$ cat config.mk
export PLATFORM = sky130hd
export DESIGN_NAME = ins_encoder
export DESIGN_NICKNAME = d
export VERILOG_FILES = /design/src/rtl/ins_encoder.sv
export SDC_FILE = /design/constraint.sdc
export NUM_CORES = 1
export LEC_CHECK = 0
export BUFFER_PORTS_ARGS = -buffer_cell sky130_fd_sc_hd__buf_2
export CORE_UTILIZATION = 54
export DETAILED_ROUTE_END_ITERATION = 10
export PLACE_DENSITY = 0.8
export SYNTH_ARGS = -nofsm -noshare
export SYNTH_HDL_FRONTEND = slang
export SYNTH_SLANG_ARGS = --single-unit
$ cat constraint.sdc
create_clock -name clk -period 2.25 [get_ports clk]
set_clock_uncertainty 0.15 [all_clocks]
set_input_delay 0.5625 -clock clk [delete_from_list [all_inputs] [get_ports clk]]
set_output_delay 0.5625 -clock clk [all_outputs]
set_load 0.01 [all_outputs]
$ cat src/rtl/ins_encoder.sv
// rtl/ins_encoder.sv - two-stage RV32I field-to-word encoder with word addressing
// Optional immediate range checking is enabled by defining INSENC_RANGE_CHECK_EN.
module ins_encoder #(
  parameter int ADDR_W    = 10,
  parameter int BASE_ADDR = 0
) (
  input  logic              clk,
  input  logic              reset,
  input  logic              in_valid,
  output logic              in_ready,
  input  logic [2:0]        instruction_type,
  input  logic [6:0]        opcode,
  input  logic [6:0]        funct7,
  input  logic [2:0]        funct3,
  input  logic [4:0]        rs1,
  input  logic [4:0]        rs2,
  input  logic [4:0]        rd,
  input  logic [31:0]       imm,
  output logic              out_valid,
  input  logic              out_ready,
  output logic [31:0]       out_instr,
  output logic [ADDR_W-1:0] out_addr,
  output logic              err,
  output logic [ADDR_W:0]   count
);

  localparam logic [31:0]       NOP      = 32'h0000_0013;
  localparam logic [ADDR_W-1:0] BASE_VAL = ADDR_W'(BASE_ADDR);

  logic              s1_valid;
  logic [2:0]        s1_type;
  logic [6:0]        s1_opcode;
  logic [6:0]        s1_funct7;
  logic [2:0]        s1_funct3;
  logic [4:0]        s1_rs1;
  logic [4:0]        s1_rs2;
  logic [4:0]        s1_rd;
  logic [31:0]       s1_imm;
  logic              s2_valid;
  logic [ADDR_W-1:0] addr_ctr;

  logic        advance;
  logic        accept;
  logic        handoff;
  logic [31:0] enc_word;
  logic        enc_bad;

  assign advance   = s1_valid && (!s2_valid || out_ready);
  assign in_ready  = !s1_valid || advance;
  assign accept    = in_valid && in_ready;
  assign handoff   = s2_valid && out_ready;
  assign out_valid = s2_valid;

`ifdef INSENC_RANGE_CHECK_EN
  // Each range check is "upper bits are a pure sign extension".
  logic i_ok, u_ok, b_ok, j_ok;
  assign i_ok = (&s1_imm[31:11]) || !(|s1_imm[31:11]);
  assign u_ok = !(|s1_imm[11:0]);
  assign b_ok = ((&s1_imm[31:12]) || !(|s1_imm[31:12])) && !s1_imm[0];
  assign j_ok = ((&s1_imm[31:20]) || !(|s1_imm[31:20])) && !s1_imm[0];
`endif

  always_comb begin
    enc_word = NOP;
    enc_bad  = 1'b0;
    case (s1_type)
      3'd1: begin
        if (s1_opcode == 7'b0110011 || s1_opcode == 7'b1110011)
          enc_word = {s1_funct7, s1_rs2, s1_rs1, s1_funct3, s1_rd, s1_opcode};
        else
          enc_bad = 1'b1;
      end
      3'd2: enc_word = {s1_imm[11:0], s1_rs1, s1_funct3, s1_rd, 7'b0010011};
      3'd3: enc_word = {s1_imm[31:12], s1_rd, 7'b0110111};
      3'd4: enc_word = {s1_imm[12], s1_imm[10:5], s1_rs2, s1_rs1, s1_funct3,
                        s1_imm[4:1], s1_imm[11], 7'b1100011};
      3'd5: enc_word = {s1_imm[11:0], s1_rs1, s1_funct3, s1_rd, 7'b1100111};
      3'd6: enc_word = {s1_imm[20], s1_imm[10:1], s1_imm[11], s1_imm[19:12],
                        s1_rd, 7'b1101111};
      default: enc_bad = 1'b1;
    endcase
`ifdef INSENC_RANGE_CHECK_EN
    case (s1_type)
      3'd2, 3'd5: if (!i_ok) enc_bad = 1'b1;
      3'd3:       if (!u_ok) enc_bad = 1'b1;
      3'd4:       if (!b_ok) enc_bad = 1'b1;
      3'd6:       if (!j_ok) enc_bad = 1'b1;
      default: ;
    endcase
`endif
    if (enc_bad)
      enc_word = NOP;
  end

  always_ff @(posedge clk) begin
    if (reset) begin
      s1_valid  <= 1'b0;
      s2_valid  <= 1'b0;
      out_instr <= 32'd0;
      out_addr  <= BASE_VAL;
      addr_ctr  <= BASE_VAL;
      err       <= 1'b0;
      count     <= '0;
      s1_type   <= 3'd0;
      s1_opcode <= 7'd0;
      s1_funct7 <= 7'd0;
      s1_funct3 <= 3'd0;
      s1_rs1    <= 5'd0;
      s1_rs2    <= 5'd0;
      s1_rd     <= 5'd0;
      s1_imm    <= 32'd0;
    end else begin
      if (accept) begin
        s1_valid  <= 1'b1;
        s1_type   <= instruction_type;
        s1_opcode <= opcode;
        s1_funct7 <= funct7;
        s1_funct3 <= funct3;
        s1_rs1    <= rs1;
        s1_rs2    <= rs2;
        s1_rd     <= rd;
        s1_imm    <= imm;
      end else if (advance) begin
        s1_valid <= 1'b0;
      end

      // The encoded word and its address are frozen in S2 until handed off.
      if (advance) begin
        s2_valid  <= 1'b1;
        out_instr <= enc_word;
        out_addr  <= addr_ctr;
        addr_ctr  <= addr_ctr + 1'b1;
        if (enc_bad)
          err <= 1'b1;
      end else if (handoff) begin
        s2_valid <= 1'b0;
      end

      if (handoff && !(&count))
        count <= count + 1'b1;
    end
  end

endmodule
==> impl_metrics.py <==
metrics = {
    "worst_setup_path": {
        "cp_slowest_cell": "dfxtp_2",
        "crit_arrival_ns": 1.37,
        "path_class": "flop to primary output",
        "startpoint_type": "flop",
        "path_max_fanout": 11,
        "crit_required_ns": 1.54,
        "slowest_delay_ns": 0.46,
        "crit_family": "flip-flops",
        "cp_cell_sequence": "nand3b_1 -> buf_2",
        "endpoint_kind": "primary output",
        "crit_buf_inv": 1,
    },
    "clock_tree": {
        "clkLatencyLatePin_ns": 0.53,
        "cts.sinks": 133,
        "clk_pin_slew_ns": 0.06,
        "cts_hold_buffers": 0,
        "clockBufferDepth": 2,
        "cts_tree": "done",
        "cts_root_buf": "clkbuf_8",
        "htree_levels": 4,
        "cts-buffers-inserted": 17,
    },
    "job": {
        "cap_violations": 0,
    },
    "final_layout": {
        "final_common_cell": "nand2_1",
        "final_cell_mix": "nand2_1, dfxtp_1, buf_2",
        "area_delta_synth_final_pct": 23.22,
        "fin_util": 0.6828,
        "diodes": 0,
        "drive_gt1_frac": 0.2337,
        "nNetsFinal": 886,
        "stdcell_area_um2": 6985,
    },
    "sta": {
        "slew_headroom": 0.5833,
        "setup_tns_ns": 0,
        "rsz0062_at_grt": "false",
        "finalCritPeriodShare": 0.9269,
        "worst_pin_slew_ns": 0.6185,
        "fin_crit_ns": 2.086,
        "setup_viol": 0,
        "slew_viol_final": 0,
        "fmax_mhz": 479.5,
        "hold_viol_final": 0,
    },
    "yosys": {
        "synthCells": 696,
        "syn_area_um2": 5669,
        "syn_nets": 769,
        "async_flop_share": 0,
        "ys_types": 56,
        "avgSynthCellArea_um2": 8.145,
        "ys_seq_elements": 133,
        "synth_warnings": 0,
        "synth_edf_count": 0,
        "ys.flop_type": "dfxtp_1",
        "synth-seq-area-share": 0.4697,
    },
    "detailed_routing": {
        "final_antenna_net_count": 0,
        "drc": 0,
        "drt_pre_antenna_iters": 5,
        "drtIter0Drc": 349,
        "num_vias": 5447,
        "viasPerCell": 5.662,
        "wl_per_cell_um": 15.49,
        "drt-total-wl_um": 14900,
    },
    "power_and_ir_drop": {
        "p_leak_nw": 2.804,
        "peakVddDrop_v": 0.0004124,
        "powerDensity_nw_per_um2": 789.4,
        "total_power_mw": 5.514,
    },
    "place": {
        "postPlaceCellArea_um2": 6437,
        "dp_hpwl_um": 10130,
        "port_buffers": 126,
        "place_congestion": 0.8089,
    },
    "die": {
        "start_util": 0.5541,
        "die_x_um": 104.5,
        "die_area_um2": 10910,
        "core.rowCount": 37,
        "die-height_um": 104.5,
        "pin_count": 127,
        "core_area_um2": 10230,
    },
    "global_routing": {
        "antenna_found_initial": 0,
        "grt_max_degree": 68,
        "grt_pass1_wl_um": 24200,
        "gr-usage-all-layers": 0.2770,
        "grt_pass1_vias": 5104,
        "grt_overflow_total": 0,
    },
    "run_status": {
        "status": "finished, final reports clean",
    },
    "worst_hold_path": {
        "hp-class": "input port to flop",
    },
}
==> logic make-up after synthesis <==
| family | Yosys count | synth area share |
|---|---|---|
| compound gates | 184 | 0.1989 |
| mux | 19 | 0.03399 |
| fa+ha+maj | 2 | 0.004413 |
| flops | 133 | 0.4697 |
| simple gates | 290 | 0.2295 |
| xor+xnor | 10 | 0.01545 |
| buf+inv | 58 | 0.04811 |
==> worst min-delay path: cells and delay by family <==
kind / cells / cell delay [ns]
buffers and inverters: 1 / 0.09
AOI/OAI and AO/OA: 1 / 0.05
and+or+nand+nor: 1 / 0.04
==> metal layers <==
layer | global-route usage | vias up | routed length (um)
li1 | - | 2654 | -
met1 | 0.3616 | 2539 | 6738
met2 | 0.4409 | 217 | 6950
met3 | 0.05388 | 37 | 852
met4 | 0.1296 | 0 | 359
met5 | 0 | - | 0
==> path summary, 6_finish.rpt <==
| path | slack [ns] | end | from | cells after the start |
|---|---|---|---|---|
| max | 0.16 | in_ready | s1_valid$_SDFFE_PP0P_ | 2 |
| min reg2reg | 0.29 | out_instr[12]$_SDFFE_PP0P_ | out_instr[12]$_SDFFE_PP0P_ | 2 |
| max reg2reg | 0.29 | out_instr[22]$_SDFFE_PP0P_ | s1_type[1]$_SDFFE_PP0P_ | 4 |
| min | 0.12 | s1_rs1[2]$_SDFFE_PP0P_ | rs1[2] | 3 |
==> cell type report <==
| type | instances | area (um2) |
|---|---|---|
| fillers | 819 | 3246 |
| multi-input cells | 505 | 2751 |
| flip-flops and latches | 133 | 2664 |
| repair buffers | 148 | 823.3 |
| clock buffers | 18 | 417.9 |
| well taps | 136 | 170.2 |
| clock inverters | 14 | 128.9 |
| inverters | 8 | 30.03 |
==> stage by stage <==
step | instances | setup WS (ns) | hold WS, ns
after floorplan | 696 | 0.4789 | 0.2825
after global placement | 930 | 0.2535 | 0.2883
after detailed placement | 930 | 0.2115 | 0.2868
after CTS | 962 | 0.007627 | 0.1169
after global routing | 962 | 0.1214 | 0.1281
final | 962 | 0.1644 | 0.1217
==> cells in the mapped netlist (all sizes together), types with 2 or more instances <==
| master | number | area [um2] |
|---|---|---|
| a221oi | 11 | 96.34 |
| a31oi | 6 | 37.54 |
| o2bb2ai | 5 | 43.79 |
| nand2b | 5 | 31.28 |
| nand3 | 10 | 50.05 |
| o41ai | 2 | 17.52 |
| nand4bb | 2 | 38.79 |
| a21oi | 95 | 475.5 |
| or4 | 2 | 15.01 |
| clkbuf | 22 | 82.58 |
| a21boi | 5 | 37.54 |
| and3 | 2 | 12.51 |
| buf | 28 | 160.2 |
| nor2 | 32 | 120.1 |
| ha | 2 | 25.02 |
| inv | 8 | 30.03 |
| nor3 | 5 | 41.29 |
| dfxtp | 133 | 2663 |
| a222oi | 3 | 30.03 |
| or3 | 2 | 12.51 |
| o22ai | 3 | 18.77 |
| o221ai | 6 | 52.55 |
| o21ai | 25 | 125.1 |
| nor2b | 4 | 25.02 |
| mux2 | 2 | 22.52 |
| nand3b | 7 | 52.55 |
| a22o | 6 | 52.55 |
| a211oi | 6 | 45.04 |
| xor2 | 5 | 43.79 |
| and2 | 2 | 12.51 |
| mux2i | 17 | 170.2 |
| o31ai | 4 | 35.03 |
| nand2 | 201 | 754.5 |
| o311ai | 2 | 17.52 |
| nor4 | 6 | 37.54 |
| xnor2 | 5 | 43.79 |
| nand4 | 5 | 37.53 |
==> report_power, final <==
group          internal (mW)  switching [mW]  total, mW
registers               2.44          0.0759       2.52
clock network           1.47            1.08       2.55
logic                  0.182           0.267      0.450
total                   4.09            1.42       5.51
==> flip-flops by register name (all words and copies together), names as in the netlist <==
name and count:
s1_imm 32, s1_opcode 7, out_instr 32, out_valid 1
s1_valid 1, s1_funct3 3, s1_rs2 5, s1_rd 5
s1_type 3, s1_funct7 7, err 1, out_addr 10
s1_rs1 5, addr_ctr 10, count 11
==> repair_timing <==
item / CTS / global route
buffers inserted: 0 / 0
resized for setup: 0 / 1
endpoints found under the setup margin: 0 / 1
Power figures use the tool's default switching activity.
